--- config.mk ---
export PLATFORM = sky130hd
export DESIGN_NAME = iiitb_pwm_multi
export DESIGN_NICKNAME = d
export VERILOG_FILES = /design/src/rtl/iiitb_pwm_pkg.sv /design/src/rtl/iiitb_pwm_debounce.sv /design/src/rtl/iiitb_pwm_multi.sv
export SDC_FILE = /design/constraint.sdc
export NUM_CORES = 1
export LEC_CHECK = 0
export ABC_AREA = 0
export CORE_ASPECT_RATIO = 0.5
export CORE_UTILIZATION = 35
export DETAILED_ROUTE_END_ITERATION = 8
export SLEW_MARGIN = 15
export SYNTH_ARGS = -nofsm -noshare
export SYNTH_HDL_FRONTEND = slang
export SYNTH_SLANG_ARGS = --single-unit
--- constraint.sdc ---
create_clock -name clk -period 15.8 [get_ports clk]
set_input_delay 3.16 -clock clk [delete_from_list [all_inputs] [get_ports clk]]
set_output_delay 3.16 -clock clk [all_outputs]
set_load 0.01 [all_outputs]
--- src/rtl/iiitb_pwm_pkg.sv ---
// Shared encodings for the multi-channel PWM: counter mode and counter direction.
package iiitb_pwm_pkg;

   localparam logic MODE_EDGE   = 1'b0;
   localparam logic MODE_CENTER = 1'b1;

   localparam logic DIR_UP   = 1'b0;
   localparam logic DIR_DOWN = 1'b1;

endpackage

--- src/rtl/iiitb_pwm_debounce.sv ---
// Tick-enabled two-flop button sampler producing one pulse per press.
module iiitb_pwm_debounce (
   input  logic clk,
   input  logic rst_n,
   input  logic i_tick,
   input  logic i_btn,
   output logic o_pulse
);

   logic r_s1;
   logic r_s2;

   always_ff @(posedge clk or negedge rst_n) begin
      if (!rst_n) begin
         r_s1 <= 1'b0;
         r_s2 <= 1'b0;
      end else if (i_tick) begin
         r_s1 <= i_btn;
         r_s2 <= r_s1;
      end
   end

   assign o_pulse = r_s1 & ~r_s2 & i_tick;

endmodule

--- src/rtl/iiitb_pwm_multi.sv ---
// Multi-channel PWM with shared edge/center-aligned counter and per-channel
// button-stepped duty; period, mode and duties update only at the period boundary.
module iiitb_pwm_multi
   import iiitb_pwm_pkg::*;
#(
   parameter int NCH        = 4,
   parameter int CW         = 8,
   parameter int DEB_DIV    = 2,
   parameter int RESET_DUTY = 5
) (
   input  logic                                   clk,
   input  logic                                   rst_n,
   input  logic [CW-1:0]                          period,
   input  logic                                   mode,
   input  logic [((NCH > 1) ? $clog2(NCH) : 1)-1:0] ch_sel,
   input  logic                                   increase_duty,
   input  logic                                   decrease_duty,
   output logic [NCH-1:0]                         pwm_out
);

   localparam int              SW        = (NCH > 1) ? $clog2(NCH) : 1;
   localparam int              DW        = (DEB_DIV > 1) ? $clog2(DEB_DIV) : 1;
   localparam logic [DW-1:0]   DIV_LAST  = DW'(DEB_DIV - 1);
   localparam logic [CW:0]     DUTY_RST  = (CW+1)'(RESET_DUTY);
   localparam logic [CW-1:0]   P_RST     = {CW{1'b1}};

   logic [DW-1:0]  r_div;
   logic           w_tick;
   logic           w_inc;
   logic           w_dec;
   logic [CW:0]    r_shadow [NCH];
   logic [CW:0]    r_duty   [NCH];
   logic [CW-1:0]  r_p_act;
   logic           r_mode_act;
   logic [CW-1:0]  r_cnt;
   logic           r_dir;
   logic [NCH-1:0] r_pwm;
   logic [CW:0]    w_full;
   logic           w_bnd;

   // Clamp a stale shadow value to the current 100 % level, then step it.
   function automatic logic [CW:0] f_step(input logic [CW:0] d, input logic [CW:0] full,
                                          input logic inc, input logic dec);
      logic [CW:0] c;
      c = (d > full) ? full : d;
      if (inc && !dec)      f_step = (c == full) ? full : c + 1'b1;
      else if (dec && !inc) f_step = (c == '0) ? c : c - 1'b1;
      else                  f_step = d;
   endfunction

   assign w_tick = (r_div == DIV_LAST);

   always_ff @(posedge clk or negedge rst_n) begin
      if (!rst_n) r_div <= '0;
      else        r_div <= w_tick ? '0 : r_div + 1'b1;
   end

   iiitb_pwm_debounce u_deb_inc (
      .clk     (clk),
      .rst_n   (rst_n),
      .i_tick  (w_tick),
      .i_btn   (increase_duty),
      .o_pulse (w_inc)
   );

   iiitb_pwm_debounce u_deb_dec (
      .clk     (clk),
      .rst_n   (rst_n),
      .i_tick  (w_tick),
      .i_btn   (decrease_duty),
      .o_pulse (w_dec)
   );

   assign w_full = {1'b0, r_p_act} + 1'b1;

   // ch_sel values at or above NCH never match a loop index, so they are ignored.
   always_ff @(posedge clk or negedge rst_n) begin
      if (!rst_n) begin
         for (int k = 0; k < NCH; k++) r_shadow[k] <= DUTY_RST;
      end else if (w_inc || w_dec) begin
         for (int k = 0; k < NCH; k++)
            if (ch_sel == SW'(k))
               r_shadow[k] <= f_step(r_shadow[k], w_full, w_inc, w_dec);
      end
   end

   always_comb begin
      w_bnd = 1'b0;
      if (r_p_act == '0)               w_bnd = 1'b1;
      else if (r_mode_act == MODE_EDGE) w_bnd = (r_cnt == r_p_act);
      else                             w_bnd = (r_cnt == r_p_act) && (r_dir == DIR_DOWN);
   end

   always_ff @(posedge clk or negedge rst_n) begin
      if (!rst_n) begin
         r_cnt      <= '0;
         r_dir      <= DIR_UP;
         r_p_act    <= P_RST;
         r_mode_act <= MODE_EDGE;
         for (int k = 0; k < NCH; k++) r_duty[k] <= DUTY_RST;
      end else begin
         if (w_bnd) begin
            r_p_act    <= period;
            r_mode_act <= mode;
            for (int k = 0; k < NCH; k++) r_duty[k] <= r_shadow[k];
         end
         if ((w_bnd && (mode != r_mode_act)) || (r_p_act == '0)) begin
            r_cnt <= '0;
            r_dir <= DIR_UP;
         end else if (r_mode_act == MODE_EDGE) begin
            r_cnt <= (r_cnt == r_p_act) ? '0 : r_cnt + 1'b1;
            r_dir <= DIR_UP;
         end else if (r_dir == DIR_UP) begin
            // The top value is held for one extra cycle while the direction turns.
            if (r_cnt == r_p_act) r_dir <= DIR_DOWN;
            else                  r_cnt <= r_cnt + 1'b1;
         end else begin
            if (r_cnt == '0) r_dir <= DIR_UP;
            else             r_cnt <= r_cnt - 1'b1;
         end
      end
   end

   always_ff @(posedge clk or negedge rst_n) begin
      if (!rst_n) begin
         r_pwm <= '0;
      end else begin
         for (int k = 0; k < NCH; k++) r_pwm[k] <= ({1'b0, r_cnt} < r_duty[k]);
      end
   end

   assign pwm_out = r_pwm;

endmodule

# After elaboration in Yosys (flattened, before gate mapping)

Index checks and enable logic that the tools add are counted.
W data, S select, Z words.

Output and inout bits: 4
Word-level logic and storage cells: 110
Bits of input ports: 15
Register bits: 99

Bitwise gates (word level): 6
Add/subtract/negate cells: 12
Equality and inequality tests: 11
Order comparisons: 8
Reductions and logical operators: 21
Multiplexer cells: 34

Operator list:

| cell                  | number |
|---|---|
| $mux W9               | 20 |
| $mux W8               | 6 |
| $add A9 B1 Y9 const B | 4 |
| $eq A9 B9 Y1          | 4 |
| $gt A9 B9 Y1          | 4 |
| $logic_not A9 Y1      | 4 |
| $lt A8 B9 Y1          | 4 |
| $sub A9 B1 Y9 const B | 4 |
| $logic_not A8 Y1      | 2 |
| $reduce_and A3 Y1     | 4 |
| $add A8 B1 Y9 const B | 1 |
| $add A8 B1 Y8 const B | 1 |
| $eq A8 B8 Y1          | 1 |
| $mux W1               | 8 |
| $ne A4 B4 Y1 const B  | 2 |
| $sub A8 B1 Y8 const B | 1 |
| $and A1 B1 Y1         | 4 |
| $eq A2 B2 Y1 const B  | 2 |
| $logic_and A1 B1 Y1   | 4 |
| $eq A2 B1 Y1 const B  | 1 |
| $logic_not A1 Y1      | 2 |
| $logic_not A2 Y1      | 1 |
| $logic_or A1 B1 Y1    | 2 |
| $not A1 Y1            | 2 |
| other kinds (4)       | 4 |

# Depth between registers and ports, before layout

Gate-level depths: netlist (run 1).

Word-level depth: 8
Mapped depth: 28
Depth with buffers taken out: 23

# By module

A second synthesis (run 1) with hierarchy kept.

Cell total of the unflattened synthesis: 1126
Area total of the unflattened synthesis: 9482.8 um2

Modules (own cells, without submodules):

| module             | seq. area each (um2) | area an instance (um2) | cells each | instances |
|---|---|---|---|---|
| iiitb_pwm_multi    | 2407.3               | 9317.7                 | 1116       | 1 |
| iiitb_pwm_debounce | 50.0                 | 82.6                   | 5          | 2 |

# Worst setup path after synthesis (run 1)

Ideal clock, no wire load.

Kind: reg2reg
Start point: reg r_p_act[0]
End point: reg r_shadow[33] (netlist bit)
Data arrival time: 5798 ps
Stages on the path, launching flop included: 27
Period minus slack after synthesis: 5922 ps
Slack: 9878 ps
Data required time: 15676 ps
Setup time: 124 ps
Cells stage by stage: dfstp_2 > clkbuf_1 > clkinv_1 > ha_1 > clkbuf_1 > inv_1 > ha_1 > nand4_1 > or3_1 > o31ai_2 > o21ai_4 > buf_6 > buf_6 > nand2_1 > o21ai_2 > inv_1 > ha_1 > nand3b_1 > or4_1 > mux2_2 > nor2_1 > mux2i_1 > buf_2 > nand4_1 > xnor2_1 > o221ai_1 > o31a_1

Longest elaborated chain between the ends: 7
Elaborated cells on any way between the ends: 11
Those cells by class: add/sub: 3; order compare: 1; eq/ne: 1; mux: 5; reduce/logical: 1

Ends and longest elaborated chain:

| what                                              | RTL line               | source |
|---|---|---|
| start: declaration                                | iiitb_pwm_multi.sv:33  | `logic [CW-1:0] r_p_act;` |
| start signal: assignment                          | iiitb_pwm_multi.sv:103 | `r_p_act <= period;` |
| $add A8 B1 Y9 *                                   | iiitb_pwm_multi.sv:74  | `assign w_full = {1'b0, r_p_act} + 1'b1;` |
| $gt A9 B9 Y1                                      | iiitb_pwm_multi.sv:45  | `c = (d > full) ? full : d;` |
| $mux W9                                           | iiitb_pwm_multi.sv:45  |  |
| $sub A9 B1 Y9 or $logic_not A9 Y1 (tied branches) | iiitb_pwm_multi.sv:47  | `else if (dec && !inc) f_step = (c == '0) ? c : c - 1'b1;` |
| $mux W9 (2 in a row)                              | iiitb_pwm_multi.sv:47  |  |
| $mux W9 *                                         | iiitb_pwm_multi.sv:46  | `if (inc && !dec) f_step = (c == full) ? full : c + 1'b1;` |
| end signal: indexed assignment                    | iiitb_pwm_multi.sv:83  | `r_shadow[k] <= f_step(r_shadow[k], w_full, w_inc, w_dec);` |
| end: declaration                                  | iiitb_pwm_multi.sv:31  | `logic [CW:0] r_shadow [NCH];` |

Every way passes the cells marked *; elsewhere a longest branch is shown, timed or not. The select of a mux whose other input is x is not followed.
A chain may end at the register's enable or synchronous reset.

# Worst setup path after layout (run 1)

Ends and elaborated chain as after synthesis.

==> metrics.yaml, run 1 <==
critical_path:
  reg2reg_depth: 20
  endpoint: "r_shadow[33]"
  crit_path_end_kind: "flop"
  reg2reg_from: "r_p_act[0]"
  worst-r2r-setup-slack_ns: 8.62
  cp-startpoint: "r_p_act[0]"
  path_max_fanout: 21
  critical_path_class: "reg -> reg"
  crit_required_ns: 16.06
  cp.arrival_ns: 7.44
  crit_path_start_kind: "flop"
  reg2reg_to: "r_shadow[33]"
sta:
  setup-tns-final_ns: 0
  worst_pin_slew_ns: 1.02
  hold_violations: 0
  rsz0062_at_grt: "no"
  fin_hold_ws_ns: 0.468
  setup_viol_count_final: 0
  post-route-min-period_ns: 7.18
  drv_slew: 0
  period_share: 0.454
  maxSlewHeadroom: 0.314
  clock_skew_ns: 0.0141
  fmax_mhz: 139
status:
  status: "finished clean"
global_route:
  grt_usage: 0.224
  first_global_vias: 8331
  grt_max_degree: 80
  grt_pass1_wl_um: 49200
  antenna_found_initial: 1
  grt.overflow.total: 0
route:
  met2_wirelength_um: 13400
  drtAntennaViolNets: 0
  routedLengthMet1_um: 14600
  wl_per_cell_um: 20.8
  dr.pass1.iters: 7
  post_drt_via_cell_ratio: 5.78
  drt_iter0_markers: 812
  met3WireLength_um: 2740
  detail_route.wirelength_um: 31500
  drc_errors: 0
  highest_layer: "met4"
  vias: 8775
worst_hold_path:
  min_path_type: "reg -> reg"
logic_synthesis:
  synth.avg_cell_area_um2: 8.30
  synth_cells: 1185
  synth_edf_count: 0
  synthTopCellsByArea: "dfrtp_1 (19%), ha_1 (7.9%), dfstp_2 (6.4%), o21ai_0 (5.1%), nand2_1 (4.9%)"
  ys.flop_type: "dfrtp_1"
  syn_nets: 1262
  ys_warn_count: 0
  yosysMostFrequentCell: "nand2_1"
  ys_ff_latch: 99
  ys_seq_area_frac: 0.255
  yosys.area.top_type: "dfrtp_1"
  async_reset_ff_frac: 1.00
  synth_top_cell_area_share: 0.191
  synth.cell_area_um2: 9840
  yosysUniqueCellTypes: 97
  synth_common_cells: "nand2_1 (129), o21ai_0 (101), nor2_1 (78), dfrtp_1 (75), inv_1 (64)"
floorplanning:
  initial_utilization: 0.364
  die_x_um: 239
  core.rowCount: 42
  core_area_um2: 27000
  die_h_um: 121
  die_area_um2: 28800
  io-pin-count: 19
power_and_ir_drop:
  p_int_mw: 0.681
  power.density_nw_per_um2: 121
  power_leakage_nw: 4.35
  vdd_drop_max_mv: 0.0546
  power.share.switching: 0.463
  p_seq_frac: 0.361
  clock_power_share: 0.184
  p_sw_mw: 0.589
  p_total_mw: 1.27
  comb_power_share: 0.455
clock_network:
  ctsHoldBuffers: 0
  insertion_delay_ns: 0.38
  cts-root-buf: "clkbuf_16"
  post_cts_resized: 0
  postCtsSetupBuffers: 0
  clockBufferDepth: 2
  clkTransAtPathRegs_ns: 0.08
  htreeDepth: 3
  cts_tree: "done"
  numClockSinks: 99
  numCtsBuffers: 9
placement:
  gp_congestion: 0.951
  dpl.hpwl_um: 22100
  portBuffers: 18
layout:
  multi_input_area_um2: 6660
  nets: 1214
  syn_to_final_growth_pct: 6.30
  drive_gt1_frac: 0.109
  area.sequential_um2: 2510
  fillers: 2748
job:
  maxCapViolCount: 0
==> final cells by class <==
cell class,count,share of cell area
repair buffers,30,0.0256
clock buffers,11,0.0242
well taps,374,0.0448
diodes,1,0.000239
multi-input cells,930,0.637
flip-flops and latches,99,0.240
inverters,67,0.0241
clock inverters,5,0.00431
==> power groups by stage <==
stage	combinational [mW]	clock, mW	sequential (mW)
after floorplan	0.548	0	0.326
after global placement	0.559	0	0.453
after detailed placement	0.568	0	0.453
after CTS	0.572	0.239	0.448
after global routing	0.639	0.249	0.460
final	0.578	0.233	0.458
==> sequential cells by signal (all words and copies together), names as in the netlist, 4 cells and up <==
register / count
r_shadow: 36
r_p_act: 8
r_duty: 36
r_cnt: 8
pwm_out: 4
==> critical path: stages, from the launching register on <==
cell	delay (ns)
dfstp_2	0.81
ha_1	0.42
xor2_2	0.52
clkinv_1	0.70
ha_1	0.53
a21o_1	0.16
o211a_1	0.13
o311ai_2	0.27
a311oi_2	0.20
o21ai_4	0.63
mux2i_1	0.36
ha_1	0.32
nand3b_1	0.14
or4_1	0.46
mux2_2	0.28
nor2_1	0.08
mux2i_1	0.27
nand4_1	0.23
xnor2_1	0.13
o221ai_1	0.14
o31a_1	0.25
==> metal layers <==
layer,global-route usage,up-vias
met5,0,-
met4,0.0761,0
met3,0.0559,61
met2,0.327,350
met1,0.320,4254
li1,-,4110
==> cells in the final DEF, fill, tap and decap left out, types with 5 or more instances in the layout <==
cell type / n
or2_2: 7
nand3b_1: 6
dfstp_2: 24
nor4_1: 9
nand4_1: 24
nand3_1: 39
o211ai_1: 8
nor2_1: 78
o21a_1: 8
a211oi_1: 10
a21boi_0: 6
o21ai_0: 101
and3_1: 21
and2_1: 12
nand2b_1: 14
clkdlybuf4s50_1: 17
xor2_1: 24
xnor2_1: 53
mux2i_1: 37
o21ai_1: 11
o221ai_1: 6
a21o_1: 7
ha_1: 61
nand2_1: 128
inv_1: 64
nor3_1: 32
xnor3_1: 16
nor2b_1: 9
or3_1: 9
a21oi_1: 52
dfrtp_1: 75
mux2_2: 21
clkbuf_16: 9
o31ai_1: 9
buf_4: 13
a31oi_1: 5
==> kinds of logic (layout without fill, tap and decap cells) <==
kind of cell / Yosys count / after routing / share of synthesized area
simple gates: 422 / 422 / 0.217
compound gates: 282 / 282 / 0.192
buf+inv: 156 / 113 / 0.0693
xor+xnor: 99 / 99 / 0.117
flops: 99 / 99 / 0.255
fa+ha+maj: 64 / 64 / 0.0810
mux: 63 / 63 / 0.0691
other cells: 0 / 1 / 0
==> worst min path at each step <==
| stage | startpoint | slack, ns | end | cells past startpoint |
|---|---|---|---|---|
| 2_1_floorplan | r_duty[35] | 0.44 | pwm_out[0] | 1 |
| 3_3_place_gp | r_duty[35] | 0.45 | pwm_out[0] | 1 |
| 3_5_place_dp | r_duty[35] | 0.45 | pwm_out[0] | 1 |
| 4_1_cts | r_duty[35] | 0.47 | pwm_out[0] | 1 |
| 5_1_grt | r_duty[35] | 0.50 | pwm_out[0] | 1 |
| 6_report | r_duty[35] | 0.47 | pwm_out[0] | 1 |
==> metrics by stage <==
step | worst slack (ns) | std cells | utilization | instance area, µm²
6_report | 8.62 | 1517 | 0.387 | 10500
5_1_grt | 8.24 | 1516 | 0.387 | 10500
4_1_cts | 8.71 | 1516 | 0.387 | 10500
3_5_place_dp | 8.73 | 1500 | 0.376 | 10200
3_3_place_gp | 8.93 | 1500 | 0.376 | 10200
2_1_floorplan | 9.88 | 1185 | - | 9840
Power figures use the tool's default switching activity.
==> inputs of run 2 (changes only) <==
==> constraint.sdc (replaced) <==
create_clock -name clk -period 7 [get_ports clk]
set_input_delay 1.4 -clock clk [delete_from_list [all_inputs] [get_ports clk]]
set_output_delay 1.4 -clock clk [all_outputs]
set_load 0.01 [all_outputs]
==> run 2 against run 1 <==
Against the previous run:
- count of clock-buffer cells in the layout is the same
- global-route usage down 0.18 points
- via count up 0.11%
- core utilization increased by 0.21 points
- first-iteration DRC count shrank 1.5%
- sequential power up 120%
- register-to-register slack got worse by 7.9 ns
- cell count grew 0.53%
- worst hold slack worse by 0.0040 ns
- clock power up 130%
- die area did not move
==> metrics.yaml, run 2 (synthesis results as in run 1) <==
status:
  status: "finished clean"
critical_path:
  cp.arrival_ns: 6.57
  critical_path_class: "reg -> reg"
  crit_path_end_kind: "flop"
  crit_required_ns: 7.26
  path_max_fanout: 12
  crit_path_start_kind: "flop"
power_and_ir_drop:
  power.density_nw_per_um2: 273
  power_leakage_nw: 4.39
  vdd_drop_max_mv: 0.119
  p_total_mw: 2.87
floorplanning:
  core_area_um2: 27000
  die_x_um: 239
  initial_utilization: 0.364
  io-pin-count: 19
  die_area_um2: 28800
  core.rowCount: 42
  die_h_um: 121
clock_network:
  post_cts_resized: 0
  htreeDepth: 3
  cts_tree: "done"
  postCtsSetupBuffers: 0
  clkTransAtPathRegs_ns: 0.07
  ctsHoldBuffers: 0
  clockBufferDepth: 2
  numCtsBuffers: 9
  numClockSinks: 99
  cts-root-buf: "clkbuf_16"
  insertion_delay_ns: 0.37
layout:
  nets: 1222
  final_cell_mix: "nand2_1 (128), o21ai_0 (101), nor2_1 (78)"
  mostFrequentLayoutCell: "nand2_1"
  syn_to_final_growth_pct: 6.87
  final_cells: 1525
  drive_gt1_frac: 0.114
  reg_top3: "r_duty x36, r_shadow x36"
route:
  drtAntennaViolNets: 0
  drc_errors: 0
  drt_iter0_markers: 800
  wl_per_cell_um: 20.3
  post_drt_via_cell_ratio: 5.76
  vias: 8785
  detail_route.wirelength_um: 31000
  dr.pass1.iters: 5
sta:
  fmax_mhz: 159
  clock_skew_ns: 0.0102
  drv_slew: 0
  hold_violations: 0
  worst_pin_slew_ns: 0.997
  setup_viol_count_final: 0
  rsz0062_at_grt: "no"
  period_share: 0.901
  post-route-min-period_ns: 6.31
  setup-tns-final_ns: 0
  maxSlewHeadroom: 0.332
global_route:
  grt.overflow.total: 0
  antenna_found_initial: 1
  grt_usage: 0.222
  first_global_vias: 8325
  grt_pass1_wl_um: 49100
  grt_max_degree: 72
placement:
  gp_congestion: 0.936
  dpl.hpwl_um: 22000
  portBuffers: 18
  dp_cells: 1508
job:
  maxCapViolCount: 0
worst_hold_path:
  min_path_type: "reg -> reg"
## run 2: cell count changes in the layout (fill, tap and decap cells not counted), sizes merged
cell      before  now
bufinv         0    1
inv           67   66
clkinv         4    5
buf           13   21
clkinvlp       1    0
## run 2: critical path: stages (launching register included)
cell	delay (ns)
dfstp_2	0.61
ha_1	0.39
nand3_1	0.19
xnor2_2	0.53
inv_2	0.28
ha_1	0.38
o211a_1	0.13
o311ai_2	0.31
a311oi_2	0.22
o21ai_4	0.44
mux2i_1	0.36
ha_1	0.31
nand3b_1	0.14
or4_1	0.46
mux2_2	0.28
nor2_1	0.09
mux2i_1	0.27
nand4_1	0.24
xnor2_1	0.15
o221ai_1	0.13
o31a_1	0.24
## run 2: layout make-up
class / count / area [µm²]
clock inverters: 5 / 61.3
diodes: 1 / 2.50
inverters: 67 / 251
fillers: 2743 / 16500
flip-flops and latches: 99 / 2510
clock buffers: 11 / 233
repair buffers: 38 / 328
well taps: 374 / 468
multi-input cells: 930 / 6660
## run 2: final timing paths
path,start,to,slack [ns],depth (start not counted)
worst min register to register,r_duty[26],pwm_out[1],0.46,1
worst min-delay path,r_duty[26],pwm_out[1],0.46,1
min in group asynchronous,rst_n,r_shadow[22],0.98,1
worst max-delay path,r_p_act[1],r_shadow[33],0.69,20
worst max register to register,r_p_act[1],r_shadow[33],0.69,20
max in group asynchronous,rst_n,r_duty[32],4.72,2
## run 2: per-layer routing
metal,vias up,part of all wire,GRT usage,wire length [µm]
met5,-,0,0,0
met4,0,0.016,0.0621,509
met3,48,0.094,0.0514,2930
met2,364,0.43,0.330,13300
met1,4241,0.46,0.320,14300
li1,4132,-,-,-
## run 2: through the flow
step                cell area (µm²)  setup slack (ns)  utilization  hold slack (ns)
floorplan                      9840              1.08            -            0.435
global placement              10200              1.19        0.378            0.449
detailed placement            10200             0.799        0.378            0.453
CTS                           10500             0.777        0.389            0.466
global route                  10500             0.279        0.389            0.477
finish                        10500             0.693        0.389            0.464
## run 2: report_power, final
part | switching (mW) | leakage (nW) | internal (mW)
logic | 0.727 | 3.03 | 0.612
clock network | 0.247 | 0.144 | 0.280
registers | 0.334 | 1.22 | 0.669
==> inputs of run 3 (changes only) <==
--- a/config.mk
+++ b/config.mk
@@ -8,6 +8,7 @@
 export ABC_AREA = 0
 export CORE_ASPECT_RATIO = 0.5
 export CORE_UTILIZATION = 35
+export CTS_CLUSTER_DIAMETER = 100
 export DETAILED_ROUTE_END_ITERATION = 8
 export SLEW_MARGIN = 15
 export SYNTH_ARGS = -nofsm -noshare
==> results of run 3 <==
Final layout, timing and power as in run 2 (identical DEF).
